$ cat config.mk
export PLATFORM = sky130hd
export DESIGN_NAME = plab4_net_router_input_ctrl_sep
export DESIGN_NICKNAME = d
export VERILOG_FILES = /design/src/rtl/plab4_net_pkg.sv /design/src/rtl/plab4_net_route_compute_ring.sv /design/src/rtl/plab4_net_router_input_ctrl_sep.sv
export SDC_FILE = /design/constraint.sdc
export NUM_CORES = 1
export LEC_CHECK = 0
export ABC_AREA = 1
export CORE_MARGIN = 8
export CORE_UTILIZATION = 35
export DETAILED_ROUTE_END_ITERATION = 10
export SKIP_CTS_REPAIR_TIMING = 1
export SYNTH_ARGS = -nofsm -noshare
export SYNTH_HDL_FRONTEND = slang
export SYNTH_SLANG_ARGS = --single-unit
$ cat constraint.sdc
create_clock -name clk -period 3.1 [get_ports clk]
set_input_delay 0.62 -clock clk [delete_from_list [all_inputs] [get_ports clk]]
set_output_delay 0.62 -clock clk [all_outputs]
set_load 0.05 [all_outputs]
$ cat src/rtl/plab4_net_pkg.sv
// Shared types and port-index constants for the ring-router network slice.
package plab4_net_pkg;

    typedef logic [1:0] route_t;

    localparam route_t PORT_PREV = 2'd0;
    localparam route_t PORT_TERM = 2'd1;
    localparam route_t PORT_NEXT = 2'd2;

    localparam int HDR_DEST_NBITS = 3;

    typedef struct packed {
        logic [HDR_DEST_NBITS-1:0] dest;
        logic                      domain;
    } hdr_t;

    // What the input queue actually keeps per header: the precomputed route and the domain.
    typedef struct packed {
        route_t route;
        logic   domain;
    } entry_t;

endpackage

$ cat src/rtl/plab4_net_route_compute_ring.sv
// Combinational ring routing: picks prev/terminal/next for a destination router id.
module plab4_net_route_compute_ring
    import plab4_net_pkg::*;
#(
    parameter int ROUTER_ID   = 0,
    parameter int NUM_ROUTERS = 8,
    parameter int DEST_NBITS  = 3
) (
    input  logic [DEST_NBITS-1:0] dest,
    output route_t                route
);

    localparam logic [DEST_NBITS:0] ID   = (DEST_NBITS+1)'(ROUTER_ID);
    localparam logic [DEST_NBITS:0] N    = (DEST_NBITS+1)'(NUM_ROUTERS);
    localparam logic [DEST_NBITS:0] HALF = (DEST_NBITS+1)'(NUM_ROUTERS / 2);

    logic [DEST_NBITS:0] dest_w;
    logic [DEST_NBITS:0] fwd;

    // One extra bit keeps dest + N from overflowing before the modular subtraction.
    always_comb begin
        dest_w = {1'b0, dest};
        if (dest_w >= ID) fwd = dest_w - ID;
        else              fwd = dest_w + N - ID;

        if (fwd == '0)        route = PORT_TERM;
        else if (fwd <= HALF) route = PORT_NEXT;
        else                  route = PORT_PREV;
    end

endmodule

$ cat src/rtl/plab4_net_router_input_ctrl_sep.sv
// Router input-port control: header queue plus one-hot request/grant handshake.
// Optional domain filter enabled by PLAB4_NET_ROUTER_INCTRL_DOMAIN_FILTER_EN.
module plab4_net_router_input_ctrl_sep
    import plab4_net_pkg::*;
#(
    parameter int ROUTER_ID   = 0,
    parameter int NUM_ROUTERS = 8,
    parameter int DEST_NBITS  = 3,
    parameter int NUM_ENTRIES = 4
`ifdef PLAB4_NET_ROUTER_INCTRL_DOMAIN_FILTER_EN
  , parameter logic [7:0] SECURE_MASK = 8'h01
`endif
) (
    input  logic                  clk,
    input  logic                  reset,
    input  logic                  in_val,
    output logic                  in_rdy,
    input  logic [DEST_NBITS-1:0] in_dest,
    input  logic                  in_domain,
    output logic                  reqs_p0,
    output logic                  reqs_p1,
    output logic                  reqs_p2,
    output logic                  reqs_domain,
    input  logic                  grants_p0,
    input  logic                  grants_p1,
    input  logic                  grants_p2,
    output logic                  deq
`ifdef PLAB4_NET_ROUTER_INCTRL_DOMAIN_FILTER_EN
  , output logic                  drop_pulse
`endif
);

    localparam int PTR_NBITS = $clog2(NUM_ENTRIES);
    localparam int CNT_NBITS = PTR_NBITS + 1;

    localparam logic [0:0] ST_EMPTY = 1'b0;
    localparam logic [0:0] ST_REQ   = 1'b1;

    entry_t               queue_q [0:NUM_ENTRIES-1];
    logic [PTR_NBITS-1:0] head_q;
    logic [PTR_NBITS-1:0] tail_q;
    logic [CNT_NBITS-1:0] count_q;
    logic [CNT_NBITS-1:0] count_next;
    logic [0:0]           state_q;

    route_t in_route;
    entry_t head;
    logic   full;
    logic   accept;
    logic   enq;
    logic   drop;
    logic   req_valid;
    logic   granted;

    plab4_net_route_compute_ring #(
        .ROUTER_ID   (ROUTER_ID),
        .NUM_ROUTERS (NUM_ROUTERS),
        .DEST_NBITS  (DEST_NBITS)
    ) route_unit (
        .dest  (in_dest),
        .route (in_route)
    );

    // in_rdy is gated by the raw reset so it drops the instant reset asserts.
    always_comb begin
        full   = (count_q == CNT_NBITS'(NUM_ENTRIES));
        in_rdy = reset & ~full;
        accept = in_val & in_rdy;
`ifdef PLAB4_NET_ROUTER_INCTRL_DOMAIN_FILTER_EN
        drop   = accept & in_domain & ~SECURE_MASK[in_dest];
`else
        drop   = 1'b0;
`endif
        enq    = accept & ~drop;
    end

`ifdef PLAB4_NET_ROUTER_INCTRL_DOMAIN_FILTER_EN
    assign drop_pulse = drop;
`endif

    always_comb begin
        head        = queue_q[head_q];
        req_valid   = (state_q == ST_REQ);
        reqs_p0     = req_valid & (head.route == PORT_PREV);
        reqs_p1     = req_valid & (head.route == PORT_TERM);
        reqs_p2     = req_valid & (head.route == PORT_NEXT);
        reqs_domain = req_valid & head.domain;
        granted     = (reqs_p0 & grants_p0) | (reqs_p1 & grants_p1) | (reqs_p2 & grants_p2);
        deq         = granted;
        count_next  = count_q + CNT_NBITS'(enq) - CNT_NBITS'(granted);
    end

    always_ff @(posedge clk) begin
        if (enq) queue_q[tail_q] <= '{route: in_route, domain: in_domain};
    end

    // Pointers wrap naturally because NUM_ENTRIES is a power of two.
    always_ff @(posedge clk or negedge reset) begin
        if (!reset) begin
            head_q  <= '0;
            tail_q  <= '0;
            count_q <= '0;
            state_q <= ST_EMPTY;
        end else begin
            if (enq)     tail_q <= tail_q + 1'b1;
            if (granted) head_q <= head_q + 1'b1;
            count_q <= count_next;
            state_q <= (count_next != '0) ? ST_REQ : ST_EMPTY;
        end
    end

endmodule
==> run metrics, run 1 <==
leading area contributor after synthesis edfxtp_1; top post-synthesis cells by area edfxtp_1 (34%), dfrtp_1 (19%), ha_1 (8.3%); max cap viols 0; Post-Syn Area 0.00105 mm²; Max Freq 0.347 GHz; port buffer count 15; routed length on met2 794 µm; die area 0.00501 mm²; final slew viol count 0; diode count 0; Hold Path End count_q[0]$_DFF_PN0_; top sig layer met4; clock latency on the worst-skew pair 0.29 ns; initial antenna violation count 0; R2R setup slack 0.35 ns; DR vias 661; global route total overflow 0; crit path launch type register; vias in the first global route 654; drt wl/cell 11.5 µm; final setup vio count 0; M1 WL 790 µm; worst r2r dst req_valid$_DFF_PN0_; CP Class reg2out; Synth Register Bits 20; synthesis warning total 0; dpl hpwl 1430 µm; Rows 20; Total Power 1.32 mW; syn_area_per_cell 11.2 µm²; pin count of the biggest net entering global routing 12; syn nets 112; Residual DRC 0; top post-synthesis cells by count nand2_1 (13), nor2_1 (13), edfxtp_1 (12), inv_1 (11), dfrtp_1 (8); DRT Wirelength 1680 µm; Clock Tree Buf Depth 2; RD Place Congestion 0.762; Starting Density 0.356; Layout area overhead 22.2%; max_slew headroom 0.657; Total Nets Final 133; register area share after synthesis 0.534; layout cell share with drive strength beyond 1 0.193; Synth async-reset ratio 0.400; Hold Vio Cnt, Final 0; routed vias/inst 4.50; Worst Hold Launch count_q[0]$_DFF_PN0_; Worst path slowest cell clkdlybuf4s50_1; Final Cycle Share 0.928; Cells after Synth 94; TritonCTS clock tree done; clock skew 0.000901 ns; first-pass GRT wire length 2930 µm; clk root buf clkbuf_4; Sink Count 20; Iter 0 DRT Violations 15; met3 wire length 81 µm; share of the synthesized area in the top cell type 0.343; total iterations of the first detailed-routing run 2; Global Route Usage Sum 0.0725; endpoint class of the critical path output port; placed instance count 143; Die Width 70.8 µm; worst r2r src head_q[0]$_DFFE_PN0P_; crit-path cells inv_6 -> nand2_2 -> nand3_1 -> nand2_4 -> inv_2 -> nor3_1 -> clkdlybuf4s50_1; H-tree depth 1; Worst Max-Slew Pin Slew 0.512 ns; status completed; antenna-violating nets left 0; LEAKAGE 0.553 nW; required time worst endpoint 2.48 ns; Finished Layout Cells 147; Final TNS setup 0 ns; ys flop type edfxtp_1; crit path time final 2.88 ns; Worst VDD drop 338 µV; IO Pins 16; Critical Path AT 2.26 ns; EDFF count, synth 12; height of the die 70.8 µm; CP Max Fanout 9; Power per Cell Area 1030 mW/mm²; RSZ-0062 raised after global routing false; max incr delay on CP 0.83 ns; Worst Hold Class reg2reg; Core ar. 0.00295 mm²; distinct cell type count after synthesis 25; Cells on Worst Hold Path 1; worst r2r path cells 14; TritonCTS Buffers 3; Clock transition at path regs 0.10 ns
-- logic make-up (layout without fill, tap and decap cells) --
family,count (synthesis),count (layout),synth area share
xor gates and xnor gates,4,4,0.0334
DFF,20,20,0.534
adders and majority gates,8,8,0.102
and+or+nand+nor,42,42,0.238
AOI/OAI and AO/OA,5,5,0.0262
buffers and inverters,15,35,0.0656
-- layout make-up --
class	count	area (µm²)
Clock buffer	3	22.5
Clock inverter	1	3.75
Fill cell	280	1670
Inverter	14	57.6
Multi-Input combinational cell	59	424
Sequential cell	20	561
Tap cell	33	41.3
Timing Repair Buffer	17	173
-- worst max-delay path: cells and delay by family, from the launching register on --
| kind | cells | cell delay, ns |
|---|---|---|
| flip-flops | 1 | 0.57 |
| AND/OR/NAND/NOR | 4 | 0.44 |
| buffers and inverters | 3 | 0.95 |
-- sequential cells by signal, indices dropped and copies added, names as in the netlist --
signal and count:
queue_q 12, count_q 3, head_q 2, tail_q 2
req_valid 1
-- per-layer routing --
| metal | vias up | global-route usage |
|---|---|---|
| met3 | 4 | 0.0268 |
| met1 | 294 | 0.0833 |
| met4 | 0 | 0.0208 |
| met5 | - | 0 |
| met2 | 12 | 0.123 |
| li1 | 351 | - |
-- layout by cell type (no fill, tap or decap) --
| cell | instances |
|---|---|
| nand2_4 | 2 |
| o21ai_0 | 2 |
| xor2_1 | 2 |
| buf_4 | 3 |
| or3_1 | 1 |
| clkdlybuf4s50_1 | 13 |
| inv_2 | 2 |
| inv_6 | 1 |
| nand4_1 | 2 |
| buf_12 | 1 |
| ha_1 | 7 |
| nand3_2 | 5 |
| clkinv_1 | 1 |
| nor2_1 | 13 |
| nand2_2 | 1 |
| xnor2_1 | 2 |
| nand3_1 | 1 |
| inv_1 | 11 |
| a21boi_2 | 1 |
| nor3_1 | 1 |
| nand4_4 | 1 |
| fa_1 | 1 |
| nor2_4 | 1 |
| dfrtp_1 | 8 |
| edfxtp_1 | 12 |
| a21oi_1 | 2 |
| nand4_2 | 1 |
| nand2_1 | 13 |
| clkbuf_4 | 3 |
-- stage by stage --
step | hold WS, ns | setup slack (ns) | cell area [µm²] | util
final | 0.546 | 0.222 | 1280 | 0.434
after detailed placement | 0.526 | 0.115 | 1260 | 0.425
after global placement | 0.528 | 0.213 | 1260 | 0.425
after CTS | 0.552 | 0.188 | 1280 | 0.434
after global routing | 0.567 | 0.0680 | 1280 | 0.434
after floorplan | 0.324 | 0.150 | 1050 | -
-- worst max path at each step --
stage	from	to	slack, ns	cells past startpoint
floorplan	reset	req_valid$_DFF_PN0_	0.15	9
global placement	reset	req_valid$_DFF_PN0_	0.21	10
detailed placement	reset	req_valid$_DFF_PN0_	0.11	10
CTS	head_q[0]$_DFFE_PN0P_	reqs_p1	0.19	7
global route	head_q[0]$_DFFE_PN0P_	reqs_p1	0.07	7
finish	head_q[0]$_DFFE_PN0P_	reqs_p1	0.22	7
-- power breakdown --
group | internal [mW] | leakage [nW] | switching [mW]
logic | 0.288 | 0.336 | 0.488
registers | 0.358 | 0.202 | 0.0720
clock network | 0.0467 | 0.0154 | 0.0720
Power figures use the tool's default switching activity.
==> run 2, diff against run 1 <==
--- a/config.mk
+++ b/config.mk
@@ -6,9 +6,13 @@
 export NUM_CORES = 1
 export LEC_CHECK = 0
 export ABC_AREA = 1
+export ABC_CLOCK_PERIOD_IN_PS = 3100
+export CELL_PAD_IN_SITES_DETAIL_PLACEMENT = 0
+export CELL_PAD_IN_SITES_GLOBAL_PLACEMENT = 1
 export CORE_MARGIN = 8
 export CORE_UTILIZATION = 35
 export DETAILED_ROUTE_END_ITERATION = 10
+export PLACE_DENSITY_LB_ADDON = 0.1
 export SKIP_CTS_REPAIR_TIMING = 1
 export SYNTH_ARGS = -nofsm -noshare
 export SYNTH_HDL_FRONTEND = slang
==> run metrics, run 2 (same netlist as run 1, synthesis figures left out) <==
crit-path cells inv_6 -> nand2_2 -> nand3_1 -> nand2_4 -> inv_2 -> nor3_1 -> clkdlybuf4s50_1; placed instance count 144 (+0.70%); Rows 20 (unchanged); Finished Layout Cells 148 (+0.68%); minimum hold slack 0.540 ns (-0.00549 ns); CP Depth 7 (unchanged); H-tree depth 1 (unchanged); global route total overflow 0 (unchanged); Final TNS setup 0 ns (unchanged); Reg with most FFs queue_q; Residual DRC 0 (unchanged); dpl hpwl 1480 µm (+3.3%); Iter 0 DRT Violations 15 (unchanged); TritonCTS Buffers 3 (unchanged); number of buffer and inverter stages on the critical path 3 (unchanged); initial antenna violation count 0 (unchanged); status completed; clk root buf clkbuf_4; routed vias/inst 4.54 (+0.98%); area post-placement 0.00126 mm² (+0.60%); LEAKAGE 0.557 nW (+0.81%); required time worst endpoint 2.48 ns (about the same); biggest regs queue_q: 12 flops, count_q: 3 flops; drt wl/cell 12.1 µm (+5.3%); IO Pins 16 (unchanged); crit path time final 2.89 ns (+0.00832 ns); total iterations of the first detailed-routing run 4 (+2); Sink Count 20 (unchanged); Cells on Worst Hold Path 1 (unchanged); diode count 0 (unchanged); RD Place Congestion 0.678 (-11%); Max Freq 0.346 GHz (-0.29%); die area 0.00501 mm² (unchanged); Worst VDD drop 372 µV (+10%); Starting Density 0.356 (unchanged); port buffer count 15 (unchanged); TritonCTS clock tree done; Clock transition at path regs 0.09 ns (about the same); Die Width 70.8 µm (unchanged); Layout Utilization 0.437 (+0.00254); antenna-violating nets left 0 (unchanged); Critical Path AT 2.27 ns (about the same); clock latency on the worst-skew pair 0.30 ns (about the same); endpoint class of the critical path output port; crit path launch type register; final slew viol count 0 (unchanged); Worst path slowest cell clkdlybuf4s50_1; max_slew headroom 0.665 (+0.00755); Hold Vio Cnt, Final 0 (unchanged); max FFs per register 12 (unchanged); Placement Setup Slack 0.195 ns (+0.0796 ns); worst r2r path cells 14 (unchanged); max cap viols 0 (unchanged); Core ar. 0.00295 mm² (unchanged); Total Nets Final 134 (+0.75%); Worst Max-Slew Pin Slew 0.501 ns (-0.0113 ns); Final Cycle Share 0.931 (+0.00269); Layout area overhead 22.9%; DR vias 672 (+1.7%); Final Cell Area 0.00129 mm² (+0.59%); final setup vio count 0 (unchanged); RSZ-0062 raised after global routing false; commonest cells after routing, fill and taps aside nand2_1 (13), nor2_1 (13), clkdlybuf4s50_1 (13), edfxtp_1 (12), inv_1 (11); fillcell total 285 (+1.8%); Power per Cell Area 1030 mW/mm² (about the same); CP Max Fanout 9 (unchanged); Worst Hold Class reg2reg; layout cell share with drive strength beyond 1 0.200 (+0.00702); Clock Tree Buf Depth 2 (unchanged); pin count of the biggest net entering global routing 12 (unchanged); Global Route Usage Sum 0.0774 (+0.00485); height of the die 70.8 µm (unchanged); clock skew 0.0113 ns (+0.0104 ns); Total Power 1.33 mW (+0.67%); vias in the first global route 670 (+2.4%); CP Class reg2out; delay-heaviest family, CP buffers and inverters; first-pass GRT wire length 3060 µm (+4.7%); final worst slack 0.214 ns (-0.00832 ns); max incr delay on CP 0.83 ns (about the same); DRT Wirelength 1790 µm (+6.0%)
[run 2: cell types whose count changed in the layout (fill, tap and decap cells not counted), sizes merged]
| cell | change |
|---|---|
| buf | +1 |
| clkbuf | +1 |
| clkinv | -1 |
[run 2: worst paths after layout]
path / from / to / slack (ns)
min in group asynchronous: reset / tail_q[1]$_DFFE_PN0P_ / 0.61
min: count_q[0]$_DFF_PN0_ / count_q[0]$_DFF_PN0_ / 0.54
max in group asynchronous: reset / head_q[0]$_DFFE_PN0P_ / 2.35
max reg2reg: head_q[0]$_DFFE_PN0P_ / req_valid$_DFF_PN0_ / 0.36
max: head_q[0]$_DFFE_PN0P_ / reqs_p1 / 0.21
min reg2reg: count_q[0]$_DFF_PN0_ / count_q[0]$_DFF_PN0_ / 0.54
[run 2: cell type report]
type	instances	area, µm²	area share
clock buffers	4	26.3	0.0204
inverters	14	57.6	0.0446
multi-input cells	59	424	0.329
flip-flops and latches	20	561	0.435
well taps	33	41.3	0.0320
repair buffers	18	180	0.140
[run 2: power breakdown]
group / leakage [nW] / switching (mW) / internal (mW)
Combinational: 0.341 / 0.487 / 0.292
Sequential: 0.202 / 0.0731 / 0.358
Clock: 0.0150 / 0.0731 / 0.0501
[run 2: metal layers]
metal	track usage	share of wire
met2	0.119	0.45
met3	0.0282	0.063
met1	0.0878	0.46
met4	0.0508	0.020
met5	0	0
==> run 3, diff against run 2 <==
--- a/config.mk
+++ b/config.mk
@@ -9,11 +9,12 @@
 export ABC_CLOCK_PERIOD_IN_PS = 3100
 export CELL_PAD_IN_SITES_DETAIL_PLACEMENT = 0
 export CELL_PAD_IN_SITES_GLOBAL_PLACEMENT = 1
-export CORE_MARGIN = 8
+export CORE_MARGIN = 5
 export CORE_UTILIZATION = 35
 export DETAILED_ROUTE_END_ITERATION = 10
 export PLACE_DENSITY_LB_ADDON = 0.1
 export SKIP_CTS_REPAIR_TIMING = 1
+export SLEW_MARGIN = 20
 export SYNTH_ARGS = -nofsm -noshare
 export SYNTH_HDL_FRONTEND = slang
 export SYNTH_SLANG_ARGS = --single-unit
==> run metrics, run 3 (same netlist as run 1, synthesis figures left out) <==
required time worst endpoint 2.48 ns (about the same); crit path launch type register; status completed; Critical Path AT 2.27 ns (about the same); max incr delay on CP 0.83 ns (about the same); global route total overflow 0 (unchanged); LEAKAGE 0.557 nW (unchanged); IO Pins 16 (unchanged); Iter 0 DRT Violations 24 (+9); diode count 0 (unchanged); Final TNS setup 0 ns (unchanged); Rows 19 (-5.0%); Worst path slowest cell clkdlybuf4s50_1; Starting Density 0.374 (+0.0187); clock skew 0.00249 ns (-0.00883 ns); pin count of the biggest net entering global routing 12 (unchanged); Worst Hold Class reg2reg; commonest cells after routing, fill and taps aside nand2_1 (13), nor2_1 (13), clkdlybuf4s50_1 (13), edfxtp_1 (12), inv_1 (11); Reg with most FFs queue_q; max_slew headroom 0.656 (-0.00902); Power per Cell Area 1050 mW/mm² (+1.2%); port buffer count 15 (unchanged); crit path time final 2.89 ns (+0.00356 ns); initial antenna violation count 0 (unchanged); Sink Count 20 (unchanged); RD Place Congestion 0.688 (+1.5%); dpl hpwl 1460 µm (-1.5%); max cap viols 0 (unchanged); DRT Wirelength 1830 µm (+2.6%); H-tree depth 1 (unchanged); endpoint class of the critical path output port; Core ar. 0.00281 mm² (-5.0%); minimum hold slack 0.558 ns (+0.0176 ns); die area 0.00419 mm² (-16%); TritonCTS clock tree done; drt wl/cell 12.5 µm (+4.0%); Worst Max-Slew Pin Slew 0.514 ns (+0.0135 ns); vias in the first global route 662 (-1.2%); Residual DRC 0 (unchanged); clock latency on the worst-skew pair 0.29 ns (about the same); routed vias/inst 4.71 (+3.6%); final slew viol count 0 (unchanged); RSZ-0062 raised after global routing false; Total Nets Final 134 (unchanged); Worst VDD drop 499 µV (+34%); crit-path cells inv_6 -> nand2_2 -> nand3_1 -> nand2_4 -> inv_2 -> nor3_1 -> clkdlybuf4s50_1; layout cell share with drive strength beyond 1 0.200 (unchanged); clock network power share 0.093 (about the same); Max Freq 0.346 GHz (-0.12%); combinational fraction of design power 0.584 (about the same); Finished Layout Cells 146 (-1.4%); Hold Vio Cnt, Final 0 (unchanged); Clock Tree Buf Depth 2 (unchanged); Clock transition at path regs 0.11 ns (+0.02 ns); TritonCTS Buffers 3 (unchanged); CP Class reg2out; total iterations of the first detailed-routing run 4 (unchanged); height of the die 64.8 µm (-8.5%); max FFs per register 12 (unchanged); final setup vio count 0 (unchanged); first-pass GRT wire length 3220 µm (+5.2%); Die Width 64.8 µm (-8.5%); placed instance count 142 (-1.4%); Sw Pwr 0.646 mW (+2.1%); Layout area overhead 22.6%; Final Cycle Share 0.932 (+0.00115); Global Route Usage Sum 0.100 (+0.0230); biggest regs queue_q: 12 flops, count_q: 3 flops; antenna-violating nets left 0 (unchanged); switching part of the total 0.480 (+0.00516); CP Max Fanout 9 (unchanged); clk root buf clkbuf_4; DR vias 687 (+2.2%); Seq pwr share 0.324 (about the same); Internal Dissipation 0.700 mW (about the same)
-- run 3: cell counts in the layout (fill, tap and decap cells not counted) --
Identical to the previous run, type by type.
-- run 3: final cells by class --
cell class / instances / area [µm²]
inverter: 14 / 57.6
timing repair buffer: 18 / 180
sequential: 20 / 561
fill: 279 / 1520
clock buffer: 4 / 26.3
multi-input combinational: 59 / 424
tap: 31 / 38.8
-- run 3: critical path: cells and delay by family (launching register included) --
family	cells	cell delay (ns)
buf+inv	3	0.96
flops	1	0.60
simple gates	4	0.43
-- run 3: power groups by stage --
stage / registers, mW / logic [mW] / clock network [mW]
after floorplan: 0.407 / 0.620 / 0
after global placement: 0.441 / 0.778 / 0
after detailed placement: 0.443 / 0.790 / 0
after CTS: 0.438 / 0.803 / 0.127
after global routing: 0.448 / 0.876 / 0.143
final: 0.436 / 0.786 / 0.125
-- run 3: final timing paths --
path / start / end / slack, ns / cells after the start
min in group asynchronous: reset / tail_q[0]$_DFFE_PN0P_ / 0.62 / 2
setup / recovery: head_q[0]$_DFFE_PN0P_ / reqs_p1 / 0.21 / 7
hold / removal: count_q[0]$_DFF_PN0_ / count_q[0]$_DFF_PN0_ / 0.56 / 1
setup reg to reg: head_q[0]$_DFFE_PN0P_ / req_valid$_DFF_PN0_ / 0.32 / 14
max in group asynchronous: reset / req_valid$_DFF_PN0_ / 2.36 / 2
hold reg to reg: count_q[0]$_DFF_PN0_ / count_q[0]$_DFF_PN0_ / 0.56 / 1
-- run 3: through the flow --
step	cell area, µm²	utilization	worst slack [ns]	total power [mW]
floorplan	1050	-	0.150	1.03
global placement	1260	0.450	0.224	1.22
detailed placement	1260	0.450	0.217	1.23
CTS	1290	0.459	0.191	1.37
global route	1290	0.459	0.0828	1.47
finish	1290	0.459	0.210	1.35
-- run 3: metal layers --
| metal | up-vias | global-route usage | part of all wire |
|---|---|---|---|
| met5 | - | 0 | 0 |
| met4 | 0 | 0.0475 | 0.020 |
| met3 | 5 | 0.0276 | 0.059 |
| met2 | 18 | 0.157 | 0.47 |
| met1 | 314 | 0.128 | 0.45 |
| li1 | 350 | - | - |
